$ cat src/rtl/amp_mod_pkg.sv
// Shared definitions for the multi-channel amplitude modulator: state encoding,
// default sizing and the channel packing helper.
package amp_mod_pkg;

    localparam int DEF_WIDTH     = 8;
    localparam int DEF_CHANNELS  = 2;
    localparam int DEF_GAIN_STEP = 16;

    typedef enum logic [1:0] {
        IDLE     = 2'd0,
        MUL_ENV  = 2'd1,
        MUL_GAIN = 2'd2,
        DONE     = 2'd3
    } state_e;

    // LSB position of channel ch inside a packed CHANNELS*width vector.
    function automatic int ch_lsb(input int ch, input int width);
        return ch * width;
    endfunction

endpackage

$ cat src/rtl/amplitude_modulator_mc_serial_mul.sv
// Unsigned LSB-first shift-add multiplier. The start cycle performs the first
// partial-product step, so a full product appears after exactly WIDTH cycles.
module serial_mul #(
    parameter int WIDTH = 8
) (
    input  logic                 clk,
    input  logic                 rst_n,
    input  logic                 start,
    input  logic [WIDTH-1:0]     a,
    input  logic [WIDTH-1:0]     b,
    output logic                 done,
    output logic [2*WIDTH-1:0]   product
);
    localparam int CNT_W = $clog2(WIDTH);

    logic [2*WIDTH-1:0] acc_q, mcand_q;
    logic [2*WIDTH-1:0] acc_cur, mcand_cur, acc_d;
    logic [WIDTH-1:0]   mplier_q, mplier_cur;
    logic [CNT_W-1:0]   cnt_q, cnt_cur;
    logic               run_q;
    logic               active;

    always_comb begin
        acc_cur    = start ? '0 : acc_q;
        mcand_cur  = start ? {{WIDTH{1'b0}}, a} : mcand_q;
        mplier_cur = start ? b : mplier_q;
        cnt_cur    = start ? '0 : cnt_q;
        acc_d      = acc_cur + (mplier_cur[0] ? mcand_cur : '0);
        active     = start | run_q;
        done       = active && (cnt_cur == CNT_W'(WIDTH - 1));
    end

    // Product is the post-step accumulator so it is usable in the done cycle.
    assign product = acc_d;

    always_ff @(posedge clk or negedge rst_n) begin
        if (!rst_n) begin
            acc_q    <= '0;
            mcand_q  <= '0;
            mplier_q <= '0;
            cnt_q    <= '0;
            run_q    <= 1'b0;
        end else if (active) begin
            acc_q    <= acc_d;
            mcand_q  <= mcand_cur << 1;
            mplier_q <= mplier_cur >> 1;
            cnt_q    <= cnt_cur + 1'b1;
            run_q    <= !done;
        end
    end

endmodule

$ cat src/rtl/amplitude_modulator_mc.sv
// Multi-channel amplitude modulator: wave x envelope x ramped master gain,
// all channels time-shared through one serial multiplier.
module amplitude_modulator_mc
    import amp_mod_pkg::*;
#(
    parameter int WIDTH     = DEF_WIDTH,
    parameter int CHANNELS  = DEF_CHANNELS,
    parameter int GAIN_STEP = DEF_GAIN_STEP
) (
    input  logic                         clk,
    input  logic                         rst_n,
    input  logic                         sample_valid,
    input  logic [CHANNELS*WIDTH-1:0]    waveform_in,
    input  logic [CHANNELS*WIDTH-1:0]    envelope_in,
    input  logic [WIDTH-1:0]             master_gain,
    input  logic                         mute,
    input  logic                         overrun_clr,
    output logic [CHANNELS*WIDTH-1:0]    amp_out,
    output logic                         out_valid,
    output logic                         busy,
    output logic                         overrun,
    output logic [WIDTH-1:0]             gain_current
);
    localparam int VW   = CHANNELS * WIDTH;
    localparam int CH_W = (CHANNELS > 1) ? $clog2(CHANNELS) : 1;
    localparam logic [WIDTH-1:0] STEP_V = WIDTH'(GAIN_STEP);

    state_e             state_q, state_d;
    logic [CH_W-1:0]    ch_q, ch_d;
    logic               start_q, start_d;
    logic [VW-1:0]      wave_q, env_q;
    logic [WIDTH-1:0]   gain_q, stage1_q, gain_cur_q;
    logic               overrun_q;
    logic [WIDTH-1:0]   hold_q [CHANNELS];
    logic [WIDTH-1:0]   amp_q  [CHANNELS];

    logic [WIDTH-1:0]   mul_a, mul_b, prod_hi, gain_res, target, gain_ramp;
    logic [2*WIDTH-1:0] mul_prod;
    logic               mul_done, is_last, gain_step_done;

    assign mul_a   = (state_q == MUL_ENV) ? wave_q[ch_lsb(int'(ch_q), WIDTH) +: WIDTH] : stage1_q;
    assign mul_b   = (state_q == MUL_ENV) ? env_q[ch_lsb(int'(ch_q), WIDTH) +: WIDTH] : gain_q;
    assign prod_hi = mul_prod[2*WIDTH-1:WIDTH];
    // Full-scale gain is treated as exact unity rather than 255/256.
    assign gain_res = (gain_q == '1) ? stage1_q : prod_hi;
    assign is_last  = (ch_q == CH_W'(CHANNELS - 1));
    assign gain_step_done = (state_q == MUL_GAIN) && mul_done;

    serial_mul #(.WIDTH(WIDTH)) u_mul (
        .clk     (clk),
        .rst_n   (rst_n),
        .start   (start_q),
        .a       (mul_a),
        .b       (mul_b),
        .done    (mul_done),
        .product (mul_prod)
    );

    always_comb begin
        state_d = state_q;
        ch_d    = ch_q;
        start_d = 1'b0;
        case (state_q)
            IDLE: begin
                if (sample_valid) begin
                    state_d = MUL_ENV;
                    ch_d    = '0;
                    start_d = 1'b1;
                end
            end
            MUL_ENV: begin
                if (mul_done) begin
                    state_d = MUL_GAIN;
                    start_d = 1'b1;
                end
            end
            MUL_GAIN: begin
                if (mul_done) begin
                    if (is_last) begin
                        state_d = DONE;
                    end else begin
                        state_d = MUL_ENV;
                        ch_d    = CH_W'(ch_q + 1'b1);
                        start_d = 1'b1;
                    end
                end
            end
            DONE:    state_d = IDLE;
            default: state_d = IDLE;
        endcase
    end

    // Slew toward the target, landing exactly on it instead of overshooting.
    always_comb begin
        target    = mute ? '0 : master_gain;
        gain_ramp = gain_cur_q;
        if (gain_cur_q < target) begin
            gain_ramp = ((target - gain_cur_q) > STEP_V) ? gain_cur_q + STEP_V : target;
        end else if (gain_cur_q > target) begin
            gain_ramp = ((gain_cur_q - target) > STEP_V) ? gain_cur_q - STEP_V : target;
        end
    end

    always_ff @(posedge clk or negedge rst_n) begin
        if (!rst_n) begin
            state_q    <= IDLE;
            ch_q       <= '0;
            start_q    <= 1'b0;
            wave_q     <= '0;
            env_q      <= '0;
            gain_q     <= '0;
            stage1_q   <= '0;
            gain_cur_q <= '0;
            overrun_q  <= 1'b0;
        end else begin
            state_q <= state_d;
            ch_q    <= ch_d;
            start_q <= start_d;
            if (state_q == IDLE && sample_valid) begin
                wave_q <= waveform_in;
                env_q  <= envelope_in;
                gain_q <= gain_cur_q;
            end
            if (state_q == MUL_ENV && mul_done) begin
                stage1_q <= prod_hi;
            end
            if (state_q == DONE) begin
                gain_cur_q <= gain_ramp;
            end
            if (sample_valid && state_q != IDLE) begin
                overrun_q <= 1'b1;
            end else if (overrun_clr) begin
                overrun_q <= 1'b0;
            end
        end
    end

    generate
        for (genvar gi = 0; gi < CHANNELS; gi++) begin : g_ch
            always_ff @(posedge clk or negedge rst_n) begin
                if (!rst_n) begin
                    hold_q[gi] <= '0;
                    amp_q[gi]  <= '0;
                end else if (gain_step_done) begin
                    if (ch_q == CH_W'(gi)) begin
                        hold_q[gi] <= gain_res;
                    end
                    // The last channel bypasses its holding register into amp_q.
                    if (is_last) begin
                        amp_q[gi] <= (ch_q == CH_W'(gi)) ? gain_res : hold_q[gi];
                    end
                end
            end
            assign amp_out[gi*WIDTH +: WIDTH] = amp_q[gi];
        end
    endgenerate

    assign out_valid    = (state_q == DONE);
    assign busy         = (state_q != IDLE);
    assign overrun      = overrun_q;
    assign gain_current = gain_cur_q;

endmodule

$ cat config.mk
export PLATFORM = sky130hd
export DESIGN_NAME = amplitude_modulator_mc
export DESIGN_NICKNAME = d
export VERILOG_FILES = /design/src/rtl/amp_mod_pkg.sv /design/src/rtl/amplitude_modulator_mc_serial_mul.sv /design/src/rtl/amplitude_modulator_mc.sv
export SDC_FILE = /design/constraint.sdc
export NUM_CORES = 1
export LEC_CHECK = 0
export ABC_AREA = 1
export CORE_UTILIZATION = 45
export CTS_CLUSTER_SIZE = 25
export DETAILED_ROUTE_END_ITERATION = 8
export GPL_TIMING_DRIVEN = 0
export PLACE_DENSITY = 0.77
export SLEW_MARGIN = 20
export SYNTH_ARGS = -nofsm -noshare
export SYNTH_HDL_FRONTEND = slang
export SYNTH_SLANG_ARGS = --single-unit
$ cat constraint.sdc
create_clock -name clk -period 3.1 [get_ports clk]
set_clock_uncertainty 0.1 [all_clocks]
set_input_delay 0.62 -clock clk [delete_from_list [all_inputs] [get_ports clk]]
set_output_delay 0.62 -clock clk [all_outputs]
set_load 0.02 [all_outputs]
==> impl_metrics.toml <==
[logic_synthesis]
synth_common_cells = "334 x nand2_1, 127 x dfrtp_1, 127 x inv_1"
yosysTopAreaCell = "dfrtp_1"
synth_top_area_share = 0.4232
synth-seq-cells = 127
yosys_warnings = 0
synthSimpleGateAreaFrac = 0.2994
synthCells = 1026
synth-compound-area-share = 0.1175
syn-cell-area_um2 = 7510
synth_fa_ha_area_frac = 0.06531
synthesis.nets = 1109
synth.avg_cell_area_um2 = 7.319
yosysSeqAreaShare = 0.4232
yosysUniqueCellTypes = 45
synthFlopType = "dfrtp_1"
synth-edff-count = 0
synth_top_family_by_area = "simple AND/OR/NAND/NOR gates"
yosys.area_share.xor_xnor = 0.008164
yosys.cell_count.top_type = "nand2_1"
synth_mux_area_frac = 0
synth_area_leaders = "dfrtp_1 42%, nand2_1 17%, inv_1 6.3%"
synthArstFlopShare = 1.000

[placement]
io_buffers = 71
dpl.hpwl_um = 14550
gp_congestion = 0.9223

[run_status]
status = "finished, violations left"
violations = "setup timing"

[die]
start_util = 0.4660
dieWidth_um = 131.2
die_h_um = 131.2
core_area_um2 = 16120
die_area_um2 = 17210
io-pin-count = 72
std_cell_rows = 46

[setup_path]
cp_common_cell = "inv_2"
rr_worst_depth = 18
rr_endpoint = "u_mul.acc_q[11]"
path_max_fanout = 10
endpoint = "u_mul.acc_q[11]"
end_kind = "flip-flop"
critPathLaunch = "state_q[0]"
cp.arrival_ps = 3280
worstPathRequired_ps = 3280
crit_chain = "inv_2 -> nor2_4 -> inv_2 -> buf_6 -> buf_8 -> a21oi_2 -> a22oi_2 -> nand2_1 -> inv_2 -> ha_4 -> a21oi_2 -> nand2_2 -> nand2_1 -> nand2_2 -> a21oi_4 -> xor2_4 -> buf_4 -> o21ai_0"
critPathLaunchType = "flip-flop"
crit-reg2reg-launch = "state_q[0]"
path_class = "reg -> reg"
critPathSlowestCell = "dfrtp_1"
critPathMaxStageDelay_ps = 410
r2r_slack_ps = -0.5

[route]
post-route-drc-count = 0
wl_met1_um = 8853
wl_um = 20470
postRouteAntennaNets = 0
top_layer = "met4"
wl_per_cell_um = 15.04
vias = 7165
dr_wl_met2_um = 9746
wl_met3_um = 1316
viasPerCell = 5.265
drt_iter0_drc = 584
dr.pass1.iters = 5

[power]
power_uw = 10410
pwr-share-clk = 0.199
p_leak_uw = 0.004840
p_comb_frac = 0.532
ir_drop_mv = 0.5721
power.internal_uw = 5751
power.switching_uw = 4660
pwr_density_cell_nw_per_um2 = 1080
seqPwrFrac = 0.269
swShare = 0.4476

[timing]
fin_ws_ps = -0.4936
fin_crit_ps = 3100
fin_tns_setup_ps = -0.4936
setup-violations-final = 1
max_freq_mhz = 322.5
worst_pin_slew_ps = 681.2
slew_headroom = 0.5417
min_period_over_period = 1.000
finalMaxSlewViolations = 0
hold_violations = 0

[clock_tree]
clkSlewWorstSetupHoldPaths_ps = 60
htreeDepth = 4
cts-root-buf = "clkbuf_16"
numCtsBuffers = 17
clk_latency_ps = 430
cts.sinks = 127
cts_hold_buf = 0
cts_tree = "yes"
clk_path_buf_depth = 2

[grt]
grt_max_degree = 73
track_usage = 0.2412
grt_pass1_wl_um = 33250
grt_overflow = 0
antenna_found_initial = 0
grt_pass1_vias = 6888

[flow_run]
drv_cap = 0

[layout]
area_delta_synth_final_pct = 28.37
insertedDiodeCount = 0
drive_above_1_share = 0.1485
nets = 1215

[hold_path]
hold_class = "in -> async"
area by class of cell:
class                           instances  area [um2]
Fill cell                            1401        6475
Buffer                                 31       191.4
Tap cell                              216       270.3
Clock buffer                           20       456.7
Timing Repair Buffer                   88       870.8
Clock inverter                         12       156.4
Inverter                              137       529.3
Sequential cell                       127        3179
Multi-Input combinational cell        730        3986
layout by cell type (no fill, tap or decap), types with 24 or more instances in the layout:
master,count
nand3_1,67
dfrtp_1,126
inv_1,117
nor2_1,70
a21oi_1,24
clkdlybuf4s50_1,70
o21ai_0,74
ha_1,29
nand2_1,327
power groups by stage:
stage                     sequential [uW]  clock (uW)  combinational [uW]
after CTS                            2780        2080                4930
after global placement               2770           0                4560
after floorplan                      2750           0                3360
final                                2800        2080                5530
after detailed placement             2780           0                4680
after global routing                 2870        2160                6170
metrics by stage:
stage,instances,utilization,instance area [um2],worst slack (ps),hold slack [ps]
2_1_floorplan,1026,-,7510,100.0,224.4
3_3_place_gp,1313,0.5269,8491,-3689,351.9
3_5_place_dp,1314,0.5289,8523,-731.0,356.0
4_1_cts,1352,0.5770,9299,-2.107,24.72
5_1_grt,1361,0.5982,9641,-120.2,37.36
6_report,1361,0.5982,9641,-0.4936,9.208
sequential cells by signal (all words and copies together), names as in the netlist:
signal          cells
amp_out            16
env_q              16
u_mul.acc_q        16
wave_q             16
u_mul.mcand_q      15
gain_current        8
gain_q              8
hold_q              8
stage1_q            8
u_mul.mplier_q      7
u_mul.cnt_q         3
state_q             2
ch_q                1
overrun             1
start_q             1
u_mul.run_q         1
critical path: cells and delay by family, from the launching register on:
family | cells | cell delay, ps
simple gates | 5 | 560
buf+inv | 6 | 650
flops | 1 | 410
compound gates | 5 | 720
fa+ha+maj | 1 | 250
xor+xnor | 1 | 260
cells by family after synthesis:
kind of cell | Yosys count
flip-flops | 127
adder cells (fa/ha/maj) | 38
buffers and inverters | 169
AO/OA/AOI/OAI | 158
XOR/XNOR | 7
AND/OR/NAND/NOR | 527
worst min path at each step:
| stage | start | endpoint | slack (ps) | cells after the start |
|---|---|---|---|---|
| 2_1_floorplan | rst_n | amp_out[0] | 220 | 0 |
| 3_3_place_gp | wave_q[12] | wave_q[12] | 350 | 2 |
| 3_5_place_dp | wave_q[10] | wave_q[10] | 360 | 2 |
| 4_1_cts | rst_n | env_q[5] | 20 | 1 |
| 5_1_grt | rst_n | env_q[5] | 40 | 1 |
| 6_report | rst_n | env_q[5] | 9 | 1 |
what timing repair did:
| action | in CTS | in global routing |
|---|---|---|
| pin swaps | 5 | 19 |
| setup endpoints to repair | 37 | 40 |
| setup buffers | 6 | 10 |
| resized for setup | 37 | 76 |
routing by layer:
layer	vias to the layer above	GRT usage
met2	251	0.3930
met5	-	0
met4	0	0.1007
met3	49	0.05208
met1	3388	0.3098
li1	3477	-
Power figures use the tool's default switching activity.
